--- config.mk ---
export PLATFORM = sky130hd
export DESIGN_NAME = fp_i2f_arbiter
export DESIGN_NICKNAME = d
export VERILOG_FILES = /design/src/rtl/fp_i2f_arbiter.sv
export SDC_FILE = /design/constraint.sdc
export NUM_CORES = 1
export LEC_CHECK = 0
export BUFFER_PORTS_ARGS = -buffer_cell sky130_fd_sc_hd__buf_4
export CORE_AREA = 2 2 97 146
export DETAILED_ROUTE_END_ITERATION = 7
export DIE_AREA = 0 0 99 148
export HOLD_SLACK_MARGIN = 0.02
export REMOVE_ABC_BUFFERS = 1
export SLEW_MARGIN = 20
export SYNTH_ARGS = -nofsm -noshare
export SYNTH_HDL_FRONTEND = slang
export SYNTH_SLANG_ARGS = --single-unit
--- constraint.sdc ---
create_clock -name clk_i -period 4.45 [get_ports clk_i]
set_input_delay 0.445 -clock clk_i [delete_from_list [all_inputs] [get_ports clk_i]]
set_output_delay 0.445 -clock clk_i [all_outputs]
set_load 0.01 [all_outputs]
--- src/rtl/fp_i2f_arbiter.sv ---
// Shares one integer-to-float converter among NUM_REQ requesters (grant -> convert -> respond).
// Define FP_I2F_ARB_RR_EN for round-robin arbitration; the default build uses fixed priority.
package fp_i2f_arbiter_pkg;

    typedef enum logic [1:0] {INT8, INT16, INT32} int_format_e;
    typedef enum logic [1:0] {FP16, BF16, FP32} fp_format_e;

    localparam int unsigned URES_W = 32;

    // Converter result before rounding: truncated value plus round/sticky bits
    typedef struct packed {
        logic [URES_W-1:0] u_result;
        logic              round_bit;
        logic              sticky_bit;
    } uround_res_t;

    function automatic int unsigned int_width(int_format_e fmt);
        case (fmt)
            INT8:    return 8;
            INT16:   return 16;
            default: return 32;
        endcase
    endfunction

    function automatic int unsigned fp_width(fp_format_e fmt);
        case (fmt)
            FP16, BF16: return 16;
            default:    return 32;
        endcase
    endfunction

endpackage

module fp_i2f_arbiter
    import fp_i2f_arbiter_pkg::*;
#(
    parameter int unsigned NUM_REQ    = 4,
    parameter int_format_e INT_FORMAT = INT32,
    parameter fp_format_e  FP_FORMAT  = FP32,
    localparam int unsigned INT_WIDTH = int_width(INT_FORMAT),
    localparam int unsigned IDX_W     = $clog2(NUM_REQ)
) (
    input  logic                         clk_i,
    input  logic                         rst_ni,
    input  logic [NUM_REQ-1:0]           req_valid_i,
    input  logic [NUM_REQ-1:0]           req_signed_i,
    input  logic [NUM_REQ*INT_WIDTH-1:0] req_a_i,
    output logic [NUM_REQ-1:0]           req_ready_o,
    output logic                         cvt_start_o,
    output logic [INT_WIDTH-1:0]         cvt_a_o,
    output logic                         cvt_signed_o,
    input  logic                         cvt_done_i,
    input  uround_res_t                  cvt_result_i,
    output logic                         rsp_valid_o,
    input  logic                         rsp_ready_i,
    output logic [IDX_W-1:0]             rsp_id_o,
    output uround_res_t                  rsp_result_o
);

    // Narrow float formats live in the low bits of u_result
    localparam int unsigned       FP_WIDTH = fp_width(FP_FORMAT);
    localparam logic [URES_W-1:0] RES_MASK = URES_W'((64'd1 << FP_WIDTH) - 64'd1);

    typedef enum logic [1:0] {IDLE, BUSY, RESP} state_e;

    state_e                 state_q, state_d;
    logic                   cvt_start_q, cvt_start_d;
    logic [INT_WIDTH-1:0]   cvt_a_q, cvt_a_d;
    logic                   cvt_signed_q, cvt_signed_d;
    logic                   rsp_valid_q, rsp_valid_d;
    logic [IDX_W-1:0]       rsp_id_q, rsp_id_d;
    uround_res_t            rsp_result_q, rsp_result_d;

    logic                   gnt_valid;
    logic [IDX_W-1:0]       gnt_idx;
    logic [INT_WIDTH-1:0]   req_a [NUM_REQ];

    for (genvar g = 0; g < NUM_REQ; g++) begin : g_unpack
        assign req_a[g] = req_a_i[g*INT_WIDTH +: INT_WIDTH];
    end

`ifdef FP_I2F_ARB_RR_EN
    logic [IDX_W-1:0] ptr_q, ptr_d;

    // First valid requester at or above the pointer, wrapping
    always_comb begin
        int unsigned cand;
        gnt_valid = 1'b0;
        gnt_idx   = '0;
        cand      = 0;
        for (int unsigned off = 0; off < NUM_REQ; off++) begin
            cand = (32'(ptr_q) + off) % NUM_REQ;
            if (!gnt_valid && req_valid_i[IDX_W'(cand)]) begin
                gnt_valid = 1'b1;
                gnt_idx   = IDX_W'(cand);
            end
        end
    end
`else
    // Lowest valid index wins
    always_comb begin
        gnt_valid = 1'b0;
        gnt_idx   = '0;
        for (int unsigned k = 0; k < NUM_REQ; k++) begin
            if (!gnt_valid && req_valid_i[IDX_W'(k)]) begin
                gnt_valid = 1'b1;
                gnt_idx   = IDX_W'(k);
            end
        end
    end
`endif

    always_comb begin
        req_ready_o = '0;
        if (rst_ni && state_q == IDLE && gnt_valid) begin
            req_ready_o[gnt_idx] = 1'b1;
        end
    end

    always_comb begin
        state_d      = state_q;
        cvt_start_d  = cvt_start_q;
        cvt_a_d      = cvt_a_q;
        cvt_signed_d = cvt_signed_q;
        rsp_valid_d  = rsp_valid_q;
        rsp_id_d     = rsp_id_q;
        rsp_result_d = rsp_result_q;
`ifdef FP_I2F_ARB_RR_EN
        ptr_d        = ptr_q;
`endif
        case (state_q)
            IDLE: begin
                if (gnt_valid) begin
                    state_d      = BUSY;
                    cvt_start_d  = 1'b1;
                    cvt_a_d      = req_a[gnt_idx];
                    cvt_signed_d = req_signed_i[gnt_idx];
                    rsp_id_d     = gnt_idx;
`ifdef FP_I2F_ARB_RR_EN
                    ptr_d        = (gnt_idx == IDX_W'(NUM_REQ - 1)) ? '0 : gnt_idx + IDX_W'(1);
`endif
                end
            end
            BUSY: begin
                if (cvt_done_i) begin
                    state_d               = RESP;
                    cvt_start_d           = 1'b0;
                    rsp_valid_d           = 1'b1;
                    rsp_result_d          = cvt_result_i;
                    rsp_result_d.u_result = cvt_result_i.u_result & RES_MASK;
                end
            end
            RESP: begin
                if (rsp_ready_i) begin
                    state_d     = IDLE;
                    rsp_valid_d = 1'b0;
                end
            end
            default: state_d = IDLE;
        endcase
    end

    always_ff @(posedge clk_i or negedge rst_ni) begin
        if (!rst_ni) begin
            state_q      <= IDLE;
            cvt_start_q  <= 1'b0;
            cvt_a_q      <= '0;
            cvt_signed_q <= 1'b0;
            rsp_valid_q  <= 1'b0;
            rsp_id_q     <= '0;
            rsp_result_q <= '0;
`ifdef FP_I2F_ARB_RR_EN
            ptr_q        <= '0;
`endif
        end else begin
            state_q      <= state_d;
            cvt_start_q  <= cvt_start_d;
            cvt_a_q      <= cvt_a_d;
            cvt_signed_q <= cvt_signed_d;
            rsp_valid_q  <= rsp_valid_d;
            rsp_id_q     <= rsp_id_d;
            rsp_result_q <= rsp_result_d;
`ifdef FP_I2F_ARB_RR_EN
            ptr_q        <= ptr_d;
`endif
        end
    end

    assign cvt_start_o  = cvt_start_q;
    assign cvt_a_o      = cvt_a_q;
    assign cvt_signed_o = cvt_signed_q;
    assign rsp_valid_o  = rsp_valid_q;
    assign rsp_id_o     = rsp_id_q;
    assign rsp_result_o = rsp_result_q;

endmodule

==> impl_metrics.yaml <==
outcome:
  status: "completed"
synth:
  avgSynthCellArea_sq_um: 9.61
  synth_xor_area_share_pct: 0
  synth_top_family_by_area: "compound AO/OA/AOI/OAI gates"
  ys_seq_area_share_pct: 46.5
  ys_seq_elements: 73
  synth-simple-area-share_pct: 15.0
  synth_area_sq_um: 3930
  synthAdderAreaFrac_pct: 0
  ys_types: 25
  yosysWarnings: 0
  synth_compound_gate_area_share_pct: 23.6
  synth_cells: 409
  synthMuxAreaShare_pct: 9.74
global_route:
  grt.met3_usage_pct: 6.24
  grt_use_met2_pct: 33.2
  antenna_found_initial: 0
  grt-ovfl-total: 0
  grt_start_max_net_pins: 72
  met1_usage_pct: 20.0
  grt_pass1_vias: 4505
  grt_pass1_wl_um: 21900
  grt_use_total_pct: 18.5
  top_usage_layer: "met2"
routing:
  wirelength_um: 13900
  first_pass_iters: 4
  final_antenna_net_count: 0
  wl_per_cell_um: 17.4
  drt_iter0_drc: 162
  drc: 0
  vias: 4112
  vias_per_cell: 5.15
placed_design:
  numPortBuffers: 248
  pre_cts_ws_ns: 1.65
  hpwl_um: 10100
  place.gp.congestion: 0.799
  numPlacedInstances: 782
  postPlaceCellArea_sq_um: 5860
timing:
  drv_slew: 0
  fin_skew_ns: 0.00842
  fmax_ghz: 0.361
  finalCriticalPeriod_ns: 2.77
  whs_ns: 0.312
  fin_ws_ns: 1.68
  worstMarginPinSlew_ns: 0.750
  rsz0062_at_grt: "false"
  finalSetupTns_ns: 0
  setup_viol: 0
  finalHoldViolCount: 0
  period_share_pct: 62.3
  max_slew_margin_pct: 50.0
die:
  coreArea_sq_um: 13300
  die_area_sq_um: 14700
  io_pins: 249
  die_w_um: 99
  placementRows: 52
  die_h_um: 148
  floorplan.initialDensity_pct: 29.5
cells_and_area:
  area_delta_synth_final_pct: 57.4
  fin_util_pct: 46.4
  nets: 806
  drive_above_1_share_pct: 48.5
  fin_cells: 799
  final_cell_area_sq_um: 6190
  antennaDiodeCount: 0
pwr:
  ir_worst_vdd_uv: 397
  clkPwrFrac_pct: 21.6
  p_comb_share_pct: 44.3
  swShare_pct: 34.1
  p_sw_mw: 1.22
  intPower_mw: 2.35
  report.power.total_mw: 3.57
  power_leakage_nw: 2.81
  p_seq_share_pct: 34.1
  power.density_nw_per_um2: 577
setup_path:
  end_kind: "output pin"
  path_class: "in -> out"
  crit_required_ns: 4.01
  start_kind: "primary input"
  worstPathMaxFanout: 71
  worstPathArrival_ns: 2.33
  r2r_setup_slack_ns: 2.73
hold_path:
  hold_class: "in -> reg"
clock_network:
  cts_max_level: 3
  clock_latency_ns: 0.32
  cts-buffers-inserted: 9
  cts_setup_buffers: 0
  cts-root-buf: "clkbuf_16"
  clock_path_buffers: 2
  cts_num_sinks: 73
  path_clk_slew_ns: 0.06
  cts_tree: "done"
run:
  maxCapViolCount: 0
[power by group through the flow]
stage | Clock, mW | Sequential [mW] | Combinational [mW]
after floorplan | 0 | 1.34 | 0.597
after global placement | 0 | 1.22 | 1.56
after detailed placement | 0 | 1.23 | 1.61
after CTS | 0.804 | 1.22 | 1.61
after global routing | 0.830 | 1.26 | 1.72
final | 0.773 | 1.22 | 1.58
[Yosys cell counts]
cell / number / area, sq um
o31ai_1: 1 / 7.51
nor2_1: 3 / 11.3
and3_1: 2 / 12.5
o2111ai_1: 1 / 8.76
and2_4: 1 / 8.76
a21o_1: 34 / 255
o21ai_0: 33 / 165
nand2_1: 67 / 251
dfrtp_1: 73 / 1830
clkbuf_1: 38 / 143
a41oi_1: 33 / 289
mux2_2: 34 / 383
nor3_1: 1 / 5.00
buf_6: 4 / 45.0
o211ai_1: 1 / 7.51
nor2b_1: 2 / 12.5
nand3b_1: 33 / 248
inv_1: 5 / 18.8
a21oi_1: 35 / 175
or4_4: 1 / 11.3
and4_1: 2 / 17.5
a31o_2: 1 / 8.76
nand3_1: 1 / 5.00
o21ai_1: 2 / 10.0
or2_2: 1 / 6.26
[worst max-delay path: stages]
cell    delay (ns)
buf_4         0.47
or4_4         0.51
and2_4        0.51
and4_1        0.26
buf_4         0.12
[logic make-up after synthesis]
logic type	count (synthesis)
buffers and inverters	47
DFF	73
and+or+nand+nor	114
AOI/OAI and AO/OA	141
muxes	34
[worst paths after layout]
path                                  end  depth (start not counted)            from
setup / recovery           req_ready_o[3]                          5  req_valid_i[2]
hold / removal                 state_q[1]                          2     rsp_ready_i
setup reg to reg               cvt_a_o[3]                          3      state_q[0]
hold reg to reg               cvt_start_o                          1     cvt_start_o
max in group asynchronous     cvt_a_o[24]                          3          rst_ni
min in group asynchronous     rsp_id_o[1]                          2          rst_ni
[state kept, by name, indices dropped and copies added, names as in the netlist]
name,count
rsp_result_o,34
state_q,2
rsp_id_o,2
rsp_valid_o,1
cvt_a_o,32
cvt_signed_o,1
cvt_start_o,1
[repair_timing]
action | 4_1_cts | 5_1_grt
gates resized for setup | 0 | 0
hold buffers | 1 | 0
endpoints found under the hold margin | 15 | 0
[area by class of cell]
type                       instances  area, sq um
clock buffer                      10          229
clock inverter                     6         90.1
fill                            1305         7150
inverter                           5         18.8
multi-input combinational        289         1910
sequential                        73         1830
tap                              162          203
timing repair buffer             254         1910
[cells in the final DEF (no fill, tap or decap), types with 2 or more instances in the layout]
cell       synthesis  final
dfrtp_1           73     73
a41oi_1           33     33
bufinv_16          0      2
and3_1             2      2
buf_4              0    253
nand3b_1          33     33
o21ai_0           33     33
a21oi_1           35     35
nand2_1           67     67
mux2_2            34     34
o21ai_1            2      2
clkbuf_16          0      9
inv_1              5      5
and4_1             2      2
nor2_1             3      2
a21o_1            34     34
[per-layer routing]
metal	part of all wire, %	up-vias	wire (um)
li1	-	1932	-
met1	36	1955	4950
met2	53	198	7360
met3	8.9	27	1240
met4	2.4	0	333
met5	0	-	0
Note: power is estimated with default switching activity, not from simulation.
